$ cat src/rtl/clkdiv_multi_if.sv
// Control/status bundle for clkdiv_multi: run/restart controls, the
// half-period load port, and the per-channel divided outputs.
interface clkdiv_multi_if #(
    parameter int NUM_CH = 2,
    parameter int CNT_W  = 27
);
    localparam int CH_W = (NUM_CH > 1) ? $clog2(NUM_CH) : 1;

    logic              en;
    logic              sync;
    logic              ld_valid;
    logic [CH_W-1:0]   ld_ch;
    logic [CNT_W-1:0]  ld_div;
    logic              ld_err;
    logic [NUM_CH-1:0] sclk_out;
    logic [NUM_CH-1:0] tick;

    modport master (
        output en, sync, ld_valid, ld_ch, ld_div,
        input  ld_err, sclk_out, tick
    );

    modport slave (
        input  en, sync, ld_valid, ld_ch, ld_div,
        output ld_err, sclk_out, tick
    );
endinterface

$ cat src/rtl/clkdiv_multi.sv
// Multi-channel programmable clock divider: per channel a 50% square wave
// and a one-cycle tick per toggle; reloads commit only at a wrap or sync.
module clkdiv_multi #(
    parameter int NUM_CH  = 2,
    parameter int CNT_W   = 27,
    parameter int DIV_RST = 10000
) (
    input logic           clk,
    input logic           rst_n,
    clkdiv_multi_if.slave bus
);
    localparam int CH_W = (NUM_CH > 1) ? $clog2(NUM_CH) : 1;

    logic [CNT_W-1:0]  cnt_q      [NUM_CH];
    logic [CNT_W-1:0]  cnt_d      [NUM_CH];
    logic [CNT_W-1:0]  hp_q       [NUM_CH];
    logic [CNT_W-1:0]  hp_d       [NUM_CH];
    logic [CNT_W-1:0]  pend_q     [NUM_CH];
    logic [CNT_W-1:0]  pend_d     [NUM_CH];
    logic [NUM_CH-1:0] pend_vld_q, pend_vld_d;
    logic [NUM_CH-1:0] sclk_q, sclk_d;
    logic [NUM_CH-1:0] tick_q, tick_d;
    logic              ld_err_q, ld_err_d;

    logic              ld_ok;
    logic [NUM_CH-1:0] ld_hit;
    logic [NUM_CH-1:0] wrap;
    logic [NUM_CH-1:0] eff_vld;
    logic [CNT_W-1:0]  eff_pend   [NUM_CH];

    always_comb begin
        ld_ok    = bus.ld_valid && (bus.ld_div != '0) && (int'(bus.ld_ch) < NUM_CH);
        ld_err_d = bus.ld_valid && !ld_ok;
        ld_hit   = '0;
        wrap     = '0;
        eff_vld  = '0;
        eff_pend = '{default: '0};
        cnt_d    = cnt_q;
        hp_d     = hp_q;
        pend_d   = pend_q;
        pend_vld_d = pend_vld_q;
        sclk_d   = sclk_q;
        tick_d   = '0;

        for (int unsigned i = 0; i < NUM_CH; i++) begin
            // A load arriving in a commit cycle is treated as already pending,
            // so it takes effect at that same wrap/sync instead of one later.
            ld_hit[i]   = ld_ok && (bus.ld_ch == CH_W'(i));
            eff_vld[i]  = pend_vld_q[i] | ld_hit[i];
            eff_pend[i] = ld_hit[i] ? bus.ld_div : pend_q[i];
            wrap[i]     = (cnt_q[i] == hp_q[i] - CNT_W'(1));

            pend_d[i]     = eff_pend[i];
            pend_vld_d[i] = eff_vld[i];

            if (bus.sync) begin
                cnt_d[i]  = '0;
                sclk_d[i] = 1'b0;
                if (eff_vld[i]) begin
                    hp_d[i]       = eff_pend[i];
                    pend_vld_d[i] = 1'b0;
                end
            end else if (bus.en) begin
                if (wrap[i]) begin
                    cnt_d[i]  = '0;
                    sclk_d[i] = ~sclk_q[i];
                    tick_d[i] = 1'b1;
                    if (eff_vld[i]) begin
                        hp_d[i]       = eff_pend[i];
                        pend_vld_d[i] = 1'b0;
                    end
                end else begin
                    cnt_d[i] = cnt_q[i] + CNT_W'(1);
                end
            end
        end
    end

    always_ff @(posedge clk or negedge rst_n) begin
        if (!rst_n) begin
            cnt_q      <= '{default: '0};
            hp_q       <= '{default: CNT_W'(DIV_RST)};
            pend_q     <= '{default: '0};
            pend_vld_q <= '0;
            sclk_q     <= '0;
            tick_q     <= '0;
            ld_err_q   <= 1'b0;
        end else begin
            cnt_q      <= cnt_d;
            hp_q       <= hp_d;
            pend_q     <= pend_d;
            pend_vld_q <= pend_vld_d;
            sclk_q     <= sclk_d;
            tick_q     <= tick_d;
            ld_err_q   <= ld_err_d;
        end
    end

    assign bus.sclk_out = sclk_q;
    assign bus.tick     = tick_q;
    assign bus.ld_err   = ld_err_q;
endmodule

$ cat src/flat_wrapper.sv
// flat-port wrapper written by rule: the top's interface ports become plain ports
module clkdiv_multi_flat 
#(
    parameter int NUM_CH  = 2,
    parameter int CNT_W   = 27,
    parameter int DIV_RST = 10000
)
  (clk, rst_n, bus_en, bus_sync, bus_ld_valid, bus_ld_ch, bus_ld_div, bus_ld_err, bus_sclk_out, bus_tick);
  clkdiv_multi_if #(.NUM_CH(NUM_CH), .CNT_W(CNT_W)) bus_i ();
  input logic clk;
  input logic rst_n;
  input wire logic [$bits(bus_i.en)-1:0] bus_en;
  input wire logic [$bits(bus_i.sync)-1:0] bus_sync;
  input wire logic [$bits(bus_i.ld_valid)-1:0] bus_ld_valid;
  input wire logic [$bits(bus_i.ld_ch)-1:0] bus_ld_ch;
  input wire logic [$bits(bus_i.ld_div)-1:0] bus_ld_div;
  output wire logic [$bits(bus_i.ld_err)-1:0] bus_ld_err;
  output wire logic [$bits(bus_i.sclk_out)-1:0] bus_sclk_out;
  output wire logic [$bits(bus_i.tick)-1:0] bus_tick;
  assign bus_i.en = bus_en;
  assign bus_i.sync = bus_sync;
  assign bus_i.ld_valid = bus_ld_valid;
  assign bus_i.ld_ch = bus_ld_ch;
  assign bus_i.ld_div = bus_ld_div;
  assign bus_ld_err = bus_i.ld_err;
  assign bus_sclk_out = bus_i.sclk_out;
  assign bus_tick = bus_i.tick;
  clkdiv_multi #(.NUM_CH(NUM_CH), .CNT_W(CNT_W), .DIV_RST(DIV_RST)) u_core (.clk(clk), .rst_n(rst_n), .bus(bus_i));
endmodule
$ cat config.mk
export PLATFORM = sky130hd
export DESIGN_NAME = clkdiv_multi_flat
export DESIGN_NICKNAME = d
export VERILOG_FILES = /design/src/rtl/clkdiv_multi_if.sv /design/src/rtl/clkdiv_multi.sv /design/src/flat_wrapper.sv
export SDC_FILE = /design/constraint.sdc
export NUM_CORES = 1
export LEC_CHECK = 0
export BUFFER_PORTS_ARGS = -buffer_cell sky130_fd_sc_hd__buf_2
export CORE_ASPECT_RATIO = 1.25
export CORE_UTILIZATION = 35
export CTS_CLUSTER_DIAMETER = 30
export DETAILED_ROUTE_END_ITERATION = 7
export GPL_TIMING_DRIVEN = 1
export HOLD_SLACK_MARGIN = 0.03
export SLEW_MARGIN = 20
export SYNTH_ARGS = -nofsm -noshare
export SYNTH_HDL_FRONTEND = slang
export SYNTH_SLANG_ARGS = --single-unit
$ cat constraint.sdc
create_clock -name clk -period 9.6 [get_ports clk]
set_input_delay 0.48 -clock clk [delete_from_list [all_inputs] [get_ports clk]]
set_output_delay 0.48 -clock clk [all_outputs]
set_load 0.005 [all_outputs]
==> results.py <==
metrics = {
    "floorplanning": {
        "initial_core_util": 0.358,
        "ios": 38,
        "core_sq_um": 27000,
        "die_h_microns": 188,
        "fp-row-count": 67,
        "die-area_sq_um": 28300,
        "die_w_microns": 151,
    },
    "cells_and_area": {
        "multiInputGateArea_sq_um": 5050,
        "syn_to_final_growth_pct": 11.6,
        "antenna_cells": 0,
        "regArea_sq_um": 4240,
        "layout-drive-gt1-share": 0.154,
        "num-nets-final": 1068,
        "fillers": 2733,
    },
    "timing": {
        "drv_slew": 0,
        "setup_violations": 0,
        "worst_slack_ps": 5560,
        "fin_skew_ps": 9.65,
        "final.setup.tns_ps": 0,
        "fmax_mhz": 248,
        "hold_violations": 0,
        "worst_pin_slew_ps": 998,
        "period_share": 0.421,
        "period_minus_slack_ps": 4040,
        "rsz0062_at_grt": "false",
        "relSlewSlack": 0.333,
    },
    "yosys": {
        "synthFlopType": "dfrtp_1",
        "netlist_area_sq_um": 9660,
        "synth.avg_cell_area_sq_um": 9.50,
        "ys_types": 72,
        "yosysWarnings": 0,
        "yosysSeqAreaShare": 0.439,
        "syn-num-nets": 1053,
        "synth_cells": 1016,
        "ys_ff_latch": 169,
        "async_reset_ff_frac": 1.00,
        "synth_edf_count": 0,
    },
    "setup_path": {
        "crit_slowest_cell": "nor4b_1",
        "worst-path-max-fanout": 27,
        "worstSetupStartpointType": "flop",
        "worstPathCellList": "inv_1 -> ha_1 -> nor4b_1 -> nand4_1 -> or3_1 -> a211oi_1 -> o2111ai_1 -> nor4_4 -> nand4b_4 -> a32oi_2",
        "arrival_ps": 4370,
        "end_kind": "flop",
        "critPathKind": "flop to flop",
        "crit_path_max_incr_delay_ps": 540,
        "critical_path.top_delay_family": "simple AND/OR/NAND/NOR gates",
        "crit_buf_inv": 1,
        "critPathRequiredTime_ps": 9930,
    },
    "power_and_ir_drop": {
        "power_density_nw_per_um2": 180,
        "pwr-share-clk": 0.366,
        "swShare": 0.303,
        "p_leak_nw": 4.41,
        "peakVddDrop_uv": 123,
        "internal_power_mw": 1.35,
        "power_switching_mw": 0.587,
        "comb_power_share": 0.175,
        "pwr-share-seq": 0.459,
    },
    "placement": {
        "dp_hpwl_mm": 18.1,
        "place.gp.congestion": 0.909,
        "portBuffers": 37,
        "dp_slack_ps": 5550,
    },
    "drt": {
        "route.detailed.drc": 0,
        "first_pass_iters": 4,
        "ant_nets": 0,
        "drt_iter0_markers": 489,
        "totalWireLength_mm": 25.0,
        "vias_per_cell": 5.63,
        "vias": 7819,
        "routedWlPerCell_microns": 18.0,
    },
    "cts": {
        "htreeDepth": 4,
        "clock-sinks": 169,
        "insertion_delay_ps": 430,
        "clockBufferDepth": 2,
        "numCtsBuffers": 17,
        "cts-root-buf": "clkbuf_16",
        "cts_tree": "built",
        "path_clk_slew_ps": 70,
    },
    "global_routing": {
        "overflow": 0,
        "grt_pass1_wl_mm": 41.3,
        "grt_max_degree": 61,
        "grt_pass1_vias": 7728,
        "grt_usage": 0.186,
        "antenna_found_initial": 0,
    },
    "run_status": {
        "outcome": "finished clean",
    },
    "worst_hold_path": {
        "hold_path_class": "primary input to flop",
    },
    "job": {
        "max_cap_violations": 0,
    },
}
-- layout by cell type, fill, tap and decap left out, drive strengths merged, types with 8 or more instances in the layout --
cell type and instances:
xnor2 53, xor2 56, a2bb2oi 26, o211ai 8, nand2 130, nand3 34
nor2 98, inv 44, a211oi 10, buf 49, dfstp 10, a32oi 27
or4 8, nor3 34, clkbuf 20, and3 13, o22ai 54, a21oi 8
dfrtp 159, o21ai 10, nand4 28, nor4 27, mux2 30, or3 8
-- area by class of cell --
class | count | share of cell area
clock buffer | 20 | 0.0433
clock inverter | 12 | 0.0130
inverter | 42 | 0.0146
multi-input combinational | 751 | 0.468
sequential | 169 | 0.393
tap | 345 | 0.0400
timing repair buffer | 50 | 0.0270
-- flip-flops by register name, indices dropped and copies added (netlist names) --
signal               count
u_core.bus.ld_err        1
u_core.bus.sclk_out      2
u_core.bus.tick          2
u_core.cnt_q            54
u_core.hp_q             54
u_core.pend_q           54
u_core.pend_vld_q        2
-- stage by stage --
step / power, mW / cells / hold slack (ps) / utilization / instance area (sq um)
after floorplan: 1.12 / 1016 / 184 / - / 9660
after global placement: 1.23 / 1356 / 458 / 0.376 / 10200
after detailed placement: 1.24 / 1356 / 463 / 0.376 / 10200
after CTS: 1.95 / 1389 / 294 / 0.399 / 10800
after global routing: 2.03 / 1389 / 303 / 0.399 / 10800
final: 1.94 / 1389 / 314 / 0.399 / 10800
-- worst paths after layout --
kind / start / end / slack (ps) / depth (start not counted)
setup / recovery: u_core.hp_q[27] / u_core.hp_q[41] / 5560 / 10
hold / removal: bus_ld_div[24] / u_core.pend_q[51] / 310 / 3
max in group asynchronous: rst_n / u_core.cnt_q[47] / 7860 / 3
min in group asynchronous: rst_n / u_core.cnt_q[4] / 560 / 2
hold reg to reg: u_core.pend_q[34] / u_core.pend_q[34] / 480 / 2
setup reg to reg: u_core.hp_q[27] / u_core.hp_q[41] / 5560 / 10
-- cells by family (layout without fill, tap and decap cells) --
group / count (synthesis) / in the layout / share of synthesized area
buffers and inverters: 96 / 124 / 0.0407
XOR/XNOR: 109 / 109 / 0.0989
adder cells (fa/ha/maj): 4 / 4 / 0.00518
flip-flops: 169 / 169 / 0.439
AO/OA/AOI/OAI: 181 / 181 / 0.157
AND/OR/NAND/NOR: 425 / 425 / 0.222
multiplexers: 32 / 32 / 0.0371
-- power groups by stage --
| stage | Sequential (mW) | Clock [mW] | Combinational (mW) |
|---|---|---|---|
| 2_1_floorplan | 0.867 | 0 | 0.257 |
| 3_3_place_gp | 0.900 | 0 | 0.330 |
| 3_5_place_dp | 0.902 | 0 | 0.337 |
| 4_1_cts | 0.890 | 0.723 | 0.340 |
| 5_1_grt | 0.904 | 0.754 | 0.374 |
| 6_report | 0.891 | 0.710 | 0.339 |
-- tightest hold or removal path, cell delays in order --
cell and delay (ps):
buf_2 130, nand2_1 60, nand2_1 40
-- layer usage --
layer | track usage | part of all wire | vias to the layer above
met2 | 0.311 | 0.50 | 183
met5 | 0 | 0 | -
met3 | 0.0297 | 0.034 | 51
met1 | 0.234 | 0.43 | 3860
li1 | - | - | 3725
met4 | 0.0789 | 0.033 | 0
-- repair_timing --
action | in CTS | in global routing
gates resized for setup | 0 | 0
buffers inserted | 0 | 0
hold buffers | 1 | 0
endpoints found under the hold margin | 3 | 0
-- cells in the mapped netlist, drive strengths merged, types with 4 or more instances --
master     n  share of area
a211oi    10         0.0078
a21oi      8         0.0041
a2bb2oi   26          0.024
a32oi     27          0.040
and3      13         0.0084
and4       5         0.0045
buf       19          0.011
clkbuf    35          0.014
dfrtp    159           0.41
dfstp     10          0.027
ha         4         0.0052
inv       42          0.016
mux2      30          0.035
nand2    130          0.051
nand2b     6         0.0039
nand3     34          0.018
nand4     28          0.018
nand4b     6         0.0070
nor2      98          0.038
nor3      34          0.018
nor4      27          0.021
nor4b      5         0.0045
o2111ai    4         0.0036
o211ai     8         0.0062
o21a       4         0.0031
o21ai     10         0.0056
o22ai     54          0.035
o31ai      5         0.0044
or2        4         0.0026
or3        8         0.0052
or4        8         0.0062
or4b       4         0.0041
xnor2     53          0.048
xor2      56          0.051
Power figures use the tool's default switching activity.
